--- config.mk ---
export PLATFORM = sky130hd
export DESIGN_NAME = fifo_window_reader_flat
export DESIGN_NICKNAME = d
export VERILOG_FILES = /design/src/rtl/fifo_window_reader_if.sv /design/src/rtl/fifo_window_reader.sv /design/src/flat_wrapper.sv
export SDC_FILE = /design/constraint.sdc
export NUM_CORES = 1
export LEC_CHECK = 0
export ABC_AREA = 1
export CELL_PAD_IN_SITES_DETAIL_PLACEMENT = 0
export CELL_PAD_IN_SITES_GLOBAL_PLACEMENT = 1
export CORE_MARGIN = 3
export CORE_UTILIZATION = 51
export CTS_CLUSTER_SIZE = 30
export DETAILED_ROUTE_END_ITERATION = 8
export DONT_BUFFER_PORTS = 1
export PLACE_DENSITY = 0.86
export SETUP_SLACK_MARGIN = 0.15
export SYNTH_ARGS = -nofsm -noshare
export SYNTH_HDL_FRONTEND = slang
export SYNTH_SLANG_ARGS = --single-unit
--- constraint.sdc ---
create_clock -name clk -period 3.2 [get_ports clk]
set_input_delay 0.64 -clock clk [delete_from_list [all_inputs] [get_ports clk]]
set_output_delay 0.64 -clock clk [all_outputs]
set_load 0.005 [all_outputs]
--- src/rtl/fifo_window_reader_if.sv ---
// ---------------------------------------------------------------------------
// fifo_window_reader_if
//   Bundles the window reader's start strobe, banked-memory read port and
//   output stream into one interface.
//
//   Signals (direction as seen by the reader, i.e. the master modport):
//     loop_offset_en_i  in   1-cycle start strobe
//     loop_offset_i     in   window start offset (AW bits)
//     mem_rd_en_o       out  bank read strobe
//     mem_sel_o         out  bank select
//     mem_addr_o        out  word address inside the bank
//     mem_rd_data_i     in   read data, valid one cycle after mem_rd_en_o
//     win_data_o        out  output sample
//     win_idx_o         out  sample index within the window
//     win_valid_o       out  output valid
//     win_ready_i       in   downstream ready
//     win_last_o        out  last sample of the window
//     busy_o            out  window in progress
//     done_o            out  pulse after the last transfer
//     overrun_o         out  pulse: start strobe while busy
//     offset_err_o      out  pulse: start offset out of range
//
//   master : the window reader itself
//   slave  : the surroundings (loop-offset stage, sample memory, consumer)
// ---------------------------------------------------------------------------
interface fifo_window_reader_if #(
  parameter int DATA_W          = 16,
  parameter int LOG2_MEM_DEPTH  = 8,
  parameter int LOG2_NUM_OF_MEM = 3
);
  localparam int AW = LOG2_MEM_DEPTH + LOG2_NUM_OF_MEM;

  logic                       loop_offset_en_i;
  logic [AW-1:0]              loop_offset_i;
  logic                       mem_rd_en_o;
  logic [LOG2_NUM_OF_MEM-1:0] mem_sel_o;
  logic [LOG2_MEM_DEPTH-1:0]  mem_addr_o;
  logic [DATA_W-1:0]          mem_rd_data_i;
  logic [DATA_W-1:0]          win_data_o;
  logic [AW-1:0]              win_idx_o;
  logic                       win_valid_o;
  logic                       win_ready_i;
  logic                       win_last_o;
  logic                       busy_o;
  logic                       done_o;
  logic                       overrun_o;
  logic                       offset_err_o;

  modport master (
    input  loop_offset_en_i, loop_offset_i, mem_rd_data_i, win_ready_i,
    output mem_rd_en_o, mem_sel_o, mem_addr_o,
    output win_data_o, win_idx_o, win_valid_o, win_last_o,
    output busy_o, done_o, overrun_o, offset_err_o
  );

  modport slave (
    output loop_offset_en_i, loop_offset_i, mem_rd_data_i, win_ready_i,
    input  mem_rd_en_o, mem_sel_o, mem_addr_o,
    input  win_data_o, win_idx_o, win_valid_o, win_last_o,
    input  busy_o, done_o, overrun_o, offset_err_o
  );
endinterface

--- src/rtl/fifo_window_reader.sv ---
// ---------------------------------------------------------------------------
// fifo_window_reader
//   On each start strobe, streams one full ECG window (ECG_WINDOW samples)
//   out of the banked sample memory, starting at the R-peak loop offset and
//   wrapping at ECG_WINDOW, so every window leaves R-peak aligned.
//
//   Ports:
//     clk      in  clock, all logic on posedge
//     reset_n  in  asynchronous active-low reset
//     bus      fifo_window_reader_if.master (strobe, memory port, stream)
//
//   Pipeline: read issued in cycle N, memory data on the bus in N+1, captured
//   into a 2-entry output buffer at the end of N+1, presented from N+2.
// ---------------------------------------------------------------------------
module fifo_window_reader #(
  parameter int DATA_W          = 16,
  parameter int LOG2_MEM_DEPTH  = 8,
  parameter int LOG2_NUM_OF_MEM = 3,
  parameter int ECG_WINDOW      = 800
) (
  input  logic                 clk,
  input  logic                 reset_n,
  fifo_window_reader_if.master bus
);

  localparam int AW    = LOG2_MEM_DEPTH + LOG2_NUM_OF_MEM;
  // Two extra bits so 2*ECG_WINDOW cannot wrap even when ECG_WINDOW == 2**AW.
  localparam int OFF_W = AW + 2;

  localparam logic [AW-1:0]    WIN_LAST = AW'(ECG_WINDOW - 1);
  localparam logic [OFF_W-1:0] WIN_X1   = OFF_W'(ECG_WINDOW);
  localparam logic [OFF_W-1:0] WIN_X2   = OFF_W'(2 * ECG_WINDOW);

  typedef enum logic [1:0] {
    S_IDLE,
    S_READ,
    S_DRAIN
  } state_t;

  typedef struct packed {
    logic              last;
    logic [AW-1:0]     idx;
    logic [DATA_W-1:0] data;
  } entry_t;

  // ---------------------------------------------------------------------
  // State
  // ---------------------------------------------------------------------
  state_t        r_state;
  logic [AW-1:0] r_ptr;        // next memory word to read, always < ECG_WINDOW
  logic [AW-1:0] r_issue_cnt;  // reads issued in this window
  logic [AW-1:0] r_rx_idx;     // window index of the next captured sample
  logic          r_pending;    // a read was issued last cycle; its data is on the bus now
  logic [1:0]    r_occ;        // output buffer occupancy, 0..2
  entry_t        r_buf [2];    // slot 0 is always the head presented downstream
  logic          r_done;
  logic          r_overrun;
  logic          r_offset_err;

  // ---------------------------------------------------------------------
  // Combinational control
  // ---------------------------------------------------------------------
  logic          w_valid;
  logic          w_pop;
  logic          w_issue;
  logic          w_start;
  logic          w_last_pop;
  logic [AW-1:0] w_ptr_next;
  logic [AW-1:0] w_start_ptr;
  logic          w_off_bad;
  entry_t        w_new;

  assign w_valid    = (r_occ != 2'd0);
  assign w_pop      = w_valid && bus.win_ready_i;
  assign w_last_pop = w_pop && r_buf[0].last;
  assign w_start    = bus.loop_offset_en_i && (r_state == S_IDLE);

  // Issue only if every sample already committed (buffered, or on the bus
  // now) plus this new one still fits in the buffer after this cycle's pop.
  // Counting the pop is what lets a held-high ready sustain 1 sample/cycle.
  assign w_issue = (r_state == S_READ) &&
                   (({1'b0, r_occ} + {2'b00, r_pending}) < (3'd2 + {2'b00, w_pop}));

  assign w_ptr_next = (r_ptr == WIN_LAST) ? '0 : r_ptr + 1'b1;

  assign w_new = '{last: (r_rx_idx == WIN_LAST), idx: r_rx_idx, data: bus.mem_rd_data_i};

  // Fold the loop offset back into [0, ECG_WINDOW): one window of slack is
  // accepted silently, anything further is flagged and starts at 0.
  always_comb begin
    // NOTE: every output of a combinational block gets a default first, so no
    // path leaves it unassigned and no latch is inferred.
    w_start_ptr = '0;
    w_off_bad   = 1'b0;
    if (OFF_W'(bus.loop_offset_i) < WIN_X1) begin
      w_start_ptr = bus.loop_offset_i;
    end else if (OFF_W'(bus.loop_offset_i) < WIN_X2) begin
      w_start_ptr = AW'(OFF_W'(bus.loop_offset_i) - WIN_X1);
    end else begin
      w_off_bad = 1'b1;
    end
  end

  // ---------------------------------------------------------------------
  // FSM, read pointer and status pulses
  // ---------------------------------------------------------------------
  // NOTE: sequential state uses non-blocking assignments only, so every flop
  // samples the pre-edge values regardless of block evaluation order.
  always_ff @(posedge clk or negedge reset_n) begin
    if (!reset_n) begin
      r_state      <= S_IDLE;
      r_ptr        <= '0;
      r_issue_cnt  <= '0;
      r_done       <= 1'b0;
      r_overrun    <= 1'b0;
      r_offset_err <= 1'b0;
    end else begin
      // A strobe is rejected in any non-idle state, including the cycle of
      // the final transfer; the running window is left untouched.
      r_overrun    <= bus.loop_offset_en_i && (r_state != S_IDLE);
      r_offset_err <= w_start && w_off_bad;
      r_done       <= w_last_pop;

      case (r_state)
        S_IDLE: begin
          if (w_start) begin
            r_state     <= S_READ;
            r_ptr       <= w_start_ptr;
            r_issue_cnt <= '0;
          end
        end
        S_READ: begin
          if (w_issue) begin
            r_ptr       <= w_ptr_next;
            r_issue_cnt <= r_issue_cnt + 1'b1;
            if (r_issue_cnt == WIN_LAST) begin
              r_state <= S_DRAIN;
            end
          end
        end
        S_DRAIN: begin
          if (w_last_pop) begin
            r_state <= S_IDLE;
          end
        end
        default: r_state <= S_IDLE;
      endcase
    end
  end

  // ---------------------------------------------------------------------
  // Read-data capture and 2-entry output buffer
  // ---------------------------------------------------------------------
  always_ff @(posedge clk or negedge reset_n) begin
    if (!reset_n) begin
      r_pending <= 1'b0;
      r_rx_idx  <= '0;
      r_occ     <= 2'd0;
      // NOTE: the buffer entries are reset too; they drive the outputs
      // directly and must read as zero while reset is held.
      r_buf[0]  <= '0;
      r_buf[1]  <= '0;
    end else begin
      r_pending <= w_issue;

      if (w_start) begin
        r_rx_idx <= '0;
      end else if (r_pending) begin
        r_rx_idx <= r_rx_idx + 1'b1;
      end

      // The issue rule guarantees a push never meets a full buffer.
      case ({r_pending, w_pop})
        2'b01: begin
          r_buf[0] <= r_buf[1];
          r_occ    <= r_occ - 2'd1;
        end
        2'b10: begin
          if (r_occ == 2'd0) r_buf[0] <= w_new;
          else               r_buf[1] <= w_new;
          r_occ <= r_occ + 2'd1;
        end
        2'b11: begin
          if (r_occ == 2'd1) begin
            r_buf[0] <= w_new;
          end else begin
            r_buf[0] <= r_buf[1];
            r_buf[1] <= w_new;
          end
        end
        default: ;
      endcase
    end
  end

  // ---------------------------------------------------------------------
  // Outputs
  // ---------------------------------------------------------------------
  assign bus.mem_rd_en_o  = w_issue;
  assign bus.mem_sel_o    = r_ptr[AW-1:LOG2_MEM_DEPTH];
  assign bus.mem_addr_o   = r_ptr[LOG2_MEM_DEPTH-1:0];
  assign bus.win_data_o   = r_buf[0].data;
  assign bus.win_idx_o    = r_buf[0].idx;
  assign bus.win_valid_o  = w_valid;
  assign bus.win_last_o   = w_valid && r_buf[0].last;
  assign bus.busy_o       = (r_state != S_IDLE);
  assign bus.done_o       = r_done;
  assign bus.overrun_o    = r_overrun;
  assign bus.offset_err_o = r_offset_err;

endmodule
--- src/flat_wrapper.sv ---
// flat-port wrapper written by rule: the top's interface ports become plain ports
module fifo_window_reader_flat 
#(
  parameter int DATA_W          = 16,
  parameter int LOG2_MEM_DEPTH  = 8,
  parameter int LOG2_NUM_OF_MEM = 3,
  parameter int ECG_WINDOW      = 800
)
  (clk, reset_n, bus_loop_offset_en_i, bus_loop_offset_i, bus_mem_rd_data_i, bus_win_ready_i, bus_mem_rd_en_o, bus_mem_sel_o, bus_mem_addr_o, bus_win_data_o, bus_win_idx_o, bus_win_valid_o, bus_win_last_o, bus_busy_o, bus_done_o, bus_overrun_o, bus_offset_err_o);
  fifo_window_reader_if #(.DATA_W(DATA_W), .LOG2_MEM_DEPTH(LOG2_MEM_DEPTH), .LOG2_NUM_OF_MEM(LOG2_NUM_OF_MEM)) bus_i ();
  input  logic clk;
  input  logic reset_n;
  input wire logic [$bits(bus_i.loop_offset_en_i)-1:0] bus_loop_offset_en_i;
  input wire logic [$bits(bus_i.loop_offset_i)-1:0] bus_loop_offset_i;
  input wire logic [$bits(bus_i.mem_rd_data_i)-1:0] bus_mem_rd_data_i;
  input wire logic [$bits(bus_i.win_ready_i)-1:0] bus_win_ready_i;
  output wire logic [$bits(bus_i.mem_rd_en_o)-1:0] bus_mem_rd_en_o;
  output wire logic [$bits(bus_i.mem_sel_o)-1:0] bus_mem_sel_o;
  output wire logic [$bits(bus_i.mem_addr_o)-1:0] bus_mem_addr_o;
  output wire logic [$bits(bus_i.win_data_o)-1:0] bus_win_data_o;
  output wire logic [$bits(bus_i.win_idx_o)-1:0] bus_win_idx_o;
  output wire logic [$bits(bus_i.win_valid_o)-1:0] bus_win_valid_o;
  output wire logic [$bits(bus_i.win_last_o)-1:0] bus_win_last_o;
  output wire logic [$bits(bus_i.busy_o)-1:0] bus_busy_o;
  output wire logic [$bits(bus_i.done_o)-1:0] bus_done_o;
  output wire logic [$bits(bus_i.overrun_o)-1:0] bus_overrun_o;
  output wire logic [$bits(bus_i.offset_err_o)-1:0] bus_offset_err_o;
  assign bus_i.loop_offset_en_i = bus_loop_offset_en_i;
  assign bus_i.loop_offset_i = bus_loop_offset_i;
  assign bus_i.mem_rd_data_i = bus_mem_rd_data_i;
  assign bus_i.win_ready_i = bus_win_ready_i;
  assign bus_mem_rd_en_o = bus_i.mem_rd_en_o;
  assign bus_mem_sel_o = bus_i.mem_sel_o;
  assign bus_mem_addr_o = bus_i.mem_addr_o;
  assign bus_win_data_o = bus_i.win_data_o;
  assign bus_win_idx_o = bus_i.win_idx_o;
  assign bus_win_valid_o = bus_i.win_valid_o;
  assign bus_win_last_o = bus_i.win_last_o;
  assign bus_busy_o = bus_i.busy_o;
  assign bus_done_o = bus_i.done_o;
  assign bus_overrun_o = bus_i.overrun_o;
  assign bus_offset_err_o = bus_i.offset_err_o;
  fifo_window_reader #(.DATA_W(DATA_W), .LOG2_MEM_DEPTH(LOG2_MEM_DEPTH), .LOG2_NUM_OF_MEM(LOG2_NUM_OF_MEM), .ECG_WINDOW(ECG_WINDOW)) u_core (.clk(clk), .reset_n(reset_n), .bus(bus_i));
endmodule
# After elaboration in Yosys (flattened, before gate mapping)

Cells that the tools add are included.

Bits in registers: 97

Add/subtract/negate cells: 8
Magnitude comparators: 3
Equal/unequal tests: 16
Mux-type cells: 25
Reduce and logical (&&, ||, !) cells: 20

Operator list:

| cell                                                         | number |
|---|---|
| 2-to-1 mux 28 bit                                            | 4 |
| 2-to-1 mux 11 bit                                            | 9 |
| case mux 28 bit (3 select lines)                             | 1 |
| case mux 28 bit (2 select lines)                             | 1 |
| case mux 11 bit (2 select lines)                             | 2 |
| adder 11 x 1 -> 11 bit, second input constant                | 3 |
| equality test 11 x 10 -> 1 bit, second input constant        | 3 |
| nonzero test 2 bit                                           | 6 |
| less-than comparator 11 x 10 -> 1 bit, second input constant | 1 |
| less-than comparator 11 bit, second input constant           | 1 |
| subtractor 11 x 10 -> 11 bit, second input constant          | 1 |
| 2-to-1 mux 2 bit                                             | 4 |
| inequality test 2 x 1 -> 1 bit, second input constant        | 4 |
| logical AND 1 bit                                            | 7 |
| equality test 2 x 1 -> 1 bit, second input constant          | 3 |
| equality test 2 bit, second input constant                   | 3 |
| inequality test 2 bit, second input constant                 | 3 |
| case mux 2 bit (3 select lines)                              | 1 |
| AND reduction 3 bit                                          | 2 |
| zero test 2 bit                                              | 2 |
| case mux 2 bit (2 select lines)                              | 1 |
| AND reduction 4 bit                                          | 1 |
| adder 2 x 1 -> 3 bit                                         | 1 |
| adder 2 x 1 -> 3 bit, first input constant                   | 1 |
| 6 further kinds                                              | 7 |

# Longest topological paths before layout

Depth after elaboration: 7
Mapped depth: 12

# Least setup slack after synthesis

Ideal clock, no wire load.

Kind: register -> register
Start point: register u_core.r_occ[0]
End point: register u_core.r_buf (netlist bit u_core.bus.win_idx_o[8])
Data arrival time: 1.945 ns
Path slack: 1.130 ns
Stages on the path, launching flop included: 11
Path buffers: 1
Clock period less this slack: 2.070 ns
Cells stage by stage: dfrtp_1 > inv_1 > ha_1 > inv_1 > nand2_2 > inv_1 > ha_1 > a21oi_2 > buf_6 > o22ai_1 > mux2_4

Longest elaborated chain between the ends: 5
Elaborated cells on any way between the ends: 12
Those cells by class: 5 x eq/ne; 2 x mux; 5 x reduce/logical

RTL lines:

| item                                                                                         | RTL line                  | text |
|---|---|---|
| start, declared                                                                              | fifo_window_reader.sv:54  | `logic [1:0] r_occ;` |
| start signal, assigned                                                                       | fifo_window_reader.sv:176 | `r_occ <= r_occ - 2'd1;` |
| start signal, assigned                                                                       | fifo_window_reader.sv:181 | `r_occ <= r_occ + 2'd1;` |
| nonzero test 2 bit (*)                                                                       | fifo_window_reader.sv:73  | `assign w_valid = (r_occ != 2'd0);` |
| named net bus_win_valid_o                                                                    | flat_wrapper.sv:22        | `output wire logic [$bits(bus_i.win_valid_o)-1:0] bus_win_valid_o;` |
| logical AND 1 bit (*)                                                                        | fifo_window_reader.sv:74  | `assign w_pop = w_valid && bus.win_ready_i;` |
| equality test 2 bit / equality test 2 x 1 -> 1 bit (equally long branches)                   | fifo_window_reader.sv:173 | `case ({r_pending, w_pop})` |
| inequality test 2 x 1 -> 1 bit (no source line) / nonzero test 3 bit (equally long branches) | -                         |  |
| AND reduction 2 bit (no source line)                                                         | -                         |  |
| end, declared                                                                                | fifo_window_reader.sv:55  | `entry_t r_buf [2];` |

Mark *: on every way through the listed nets, which the timed path passes. The rest lies on a longest branch.
A chain may end at the register's enable or synchronous reset.

# Worst setup path in the final report

Start point: register u_core.r_pending
End point: output port bus_mem_rd_en_o

Longest elaborated chain between the ends: 3

RTL lines:

| item                       | RTL line                  | text |
|---|---|---|
| start, declared            | fifo_window_reader.sv:53  | `logic r_pending;` |
| start signal, assigned     | fifo_window_reader.sv:164 | `r_pending <= w_issue;` |
| adder 2 x 1 -> 3 bit       | fifo_window_reader.sv:82  | `(({1'b0, r_occ} + {2'b00, r_pending}) < (3'd2 + {2'b00, w_pop}));` |
| less-than comparator 3 bit | fifo_window_reader.sv:82  |  |
| logical AND 1 bit          | fifo_window_reader.sv:81  | `assign w_issue = (r_state == S_READ) &&` |
| end, declared              | flat_wrapper.sv:17        | `output wire logic [$bits(bus_i.mem_rd_en_o)-1:0] bus_mem_rd_en_o;` |

Every way passes these cells.

==> results.txt <==
status: finished, final reports clean
Mapped Nets: 709
Post-Syn Area: 0.005450 mm²
Syn Inst Count: 668
Rel. slew slack: 46.67%
worst-path fanout max: 11
clk sink count: 97
Final Cycle Share: 78.67%
Setup violations, final: 0
Wirelength per Cell: 14.06 µm
Hold WC Path Type: primary input to async pin
die area: 0.01196 mm²
CP Class: flip-flop to primary output
Ys Warns: 0
CTS tree: done
Worst-path clk slew: 0.10 ns
via count: 4,053
Core Area: 0.01037 mm²
PD cells: 938.0 mW/mm²
Max Clock Freq: 397.2 MHz
Clock Latency Late Sink: 0.36 ns
Iteration-0 DRC Markers: 292
gr usage total: 19.29%
actual slew at the worst max-slew pin: 0.7969 ns
CP startpoint kind: flip-flop
htree depth: 3
Row Count: 37
CTS Buffer Depth: 2
Syn Area/Cell: 8.159 µm²
# nets final: 680
DP HPWL: 7448 µm
routed vias/inst: 5.196
CP endpoint kind: primary output
Yosys cell types: 39
DIE HEIGHT: 109.4 µm
required time of the critical path: 2.56 ns
die extent in x: 109.4 µm
FF+latch count, synth: 97
DR DRC count: 0
IO buf count: 0
RSZ-0062 raised after global routing: false
I/O pin count: 76
clk_skew: 0.01213 ns
minimum clock period: 2.517 ns
Fin Setup TNS: 0 ns
Place WS: 0.7052 ns
Arrival @ worst endpoint: 1.88 ns
antenna-violating nets left: 0
GPL Wtd Cong: 0.8069
global-route wire length before repair: 18,490 µm
layout cells sized above 1: 10.25%
worst-case vdd ir drop: 0.4369 mV
max cap viols: 0
vias in the first global route: 3,903
initial antenna violation count: 0
Lkg Pwr: 0.002837 µW
worst setup margin: 0.6826 ns
total length of routed wires: 10,970 µm
Starting Density: 52.56%
antenna cells: 0
post-synthesis sequential area ratio: 44.54%
Area Overhead vs Synth: 1.033%
largest net degree at the start of global routing: 98
root buffer cell: clkbuf_8
DR pass1 iterations: 4
Slew Limit Fails: 0
aggregate global routing overflow: 0
Inserted Clock Buffers: 9
final number of hold-violating endpoints: 0
synthesized netlist by cell type:
cell	n	area [µm²]
nor2_2	2	12.51
mux2_4	11	165.2
nor2_1	39	146.4
nor2_4	2	22.52
nor3b_1	1	7.510
buf_6	9	101.4
o21ai_2	1	8.760
a21oi_1	11	55.05
nand3b_1	3	22.52
o21ai_4	1	16.27
nand4_1	12	75.07
xnor2_1	1	8.760
buf_2	3	15.01
nand2_2	1	6.260
xor2_1	3	26.28
a21oi_2	3	26.28
buf_4	31	232.7
nand3_2	1	10.01
o21ai_0	43	215.2
nand2_8	1	20.02
inv_2	4	15.01
o21bai_1	1	7.510
inv_1	109	409.1
o21a_1	1	7.510
inv_4	1	6.260
nor3_1	10	50.05
clkbuf_1	2	7.510
dfrtp_1	97	2427
o211ai_1	1	7.510
a31oi_1	1	6.260
or2_2	2	12.51
ha_1	10	125.1
o22ai_1	27	168.9
nand3_1	31	155.2
a22oi_1	1	7.510
nor4_1	1	6.260
a21boi_0	1	7.510
nand2_1	173	649.4
mux2_2	16	180.2
metal layers:
metal  GRT usage, %  part of all wire, %  vias to the layer above
met5              0                    0                        -
met4          6.500                  1.1                        0
met3          4.521                  5.2                       12
met2          32.35                   49                       81
met1          24.56                   45                     1919
li1               -                    -                     2041
final cells by class:
| type | count | area [µm²] |
|---|---|---|
| Fill cell | 975 | 4863 |
| Tap cell | 136 | 170.2 |
| Clock inverter | 6 | 50.05 |
| Sequential cell | 97 | 2427 |
| Multi-Input combinational cell | 412 | 2243 |
| Inverter | 114 | 430.4 |
| Clock buffer | 10 | 127.6 |
| Timing Repair Buffer | 5 | 57.56 |
final timing paths:
| check | cells after the start | slack [ns] | start | to |
|---|---|---|---|---|
| min | 1 | 0.19 | reset_n | u_core.r_buf[14] |
| max in group asynchronous | 1 | 2.63 | reset_n | u_core.r_ptr[2] |
| max reg2reg | 9 | 0.69 | u_core.r_occ[0] | u_core.bus.win_data_o[11] |
| max | 5 | 0.68 | u_core.r_pending | bus_mem_rd_en_o |
| min in group clk | 2 | 0.44 | bus_win_ready_i | u_core.bus.done_o |
| min reg2reg | 2 | 0.50 | u_core.r_buf[12] | u_core.r_buf[12] |
kinds of logic (layout without fill, tap and decap cells):
logic type	after synthesis	count (layout)	share of synthesized area, %
simple gates	279	279	21.95
buf+inv	159	135	14.44
flops	97	97	44.54
compound gates	92	92	9.803
mux	27	27	6.336
fa+ha+maj	10	10	2.296
xor+xnor	4	4	0.6429
timing repair:
action | 4_1_cts | 5_1_grt
endpoints found under the hold margin | 97 | 0
setup endpoints to repair | 0 | 0
hold buffers | 1 | 0
setup buffers | 0 | 0
gates resized for setup | 0 | 0
sequential cells by signal, summed over array words and instances (netlist names):
| register | cells |
|---|---|
| u_core.r_issue_cnt | 11 |
| u_core.r_buf | 29 |
| u_core.r_ptr | 11 |
| u_core.bus.win_idx_o | 11 |
| u_core.r_state | 2 |
| u_core.bus.done_o | 1 |
| u_core.bus.overrun_o | 1 |
| u_core.bus.win_data_o | 16 |
| u_core.r_occ | 2 |
| u_core.bus.offset_err_o | 1 |
| u_core.r_rx_idx | 11 |
| u_core.r_pending | 1 |
worst max-delay path, cell delays in order (launching register included):
cell and delay, ns:
dfrtp_1 0.53, ha_1 0.26, ha_1 0.29, nand2_1 0.10, nand3_2 0.14, inv_1 0.20
layout by cell type, fill, tap and decap left out, types with 12 or more instances in the layout:
cell / count
nand4_1: 12
nor2_1: 39
o21ai_0: 43
nand2_1: 173
o22ai_1: 27
inv_1: 109
nand3_1: 31
mux2_2: 16
dfrtp_1: 97
report_power, final:
group	switching, µW	internal (µW)
Sequential	454	1720
Combinational	1340	899
Clock	452	293
metrics by stage:
| stage | utilization [%] | hold slack [ns] | cell area [µm²] | power [µW] | cells |
|---|---|---|---|---|---|
| floorplan | - | 0.3444 | 5450 | 4265 | 668 |
| finish | 53.10 | 0.1885 | 5507 | 5165 | 780 |
| global route | 53.10 | 0.2036 | 5507 | 5662 | 780 |
| global placement | 51.12 | 0.3469 | 5301 | 4322 | 763 |
| detailed placement | 51.12 | 0.3464 | 5301 | 4445 | 763 |
| CTS | 53.10 | 0.2099 | 5507 | 5231 | 780 |
Note: power is estimated with default switching activity, not from simulation.
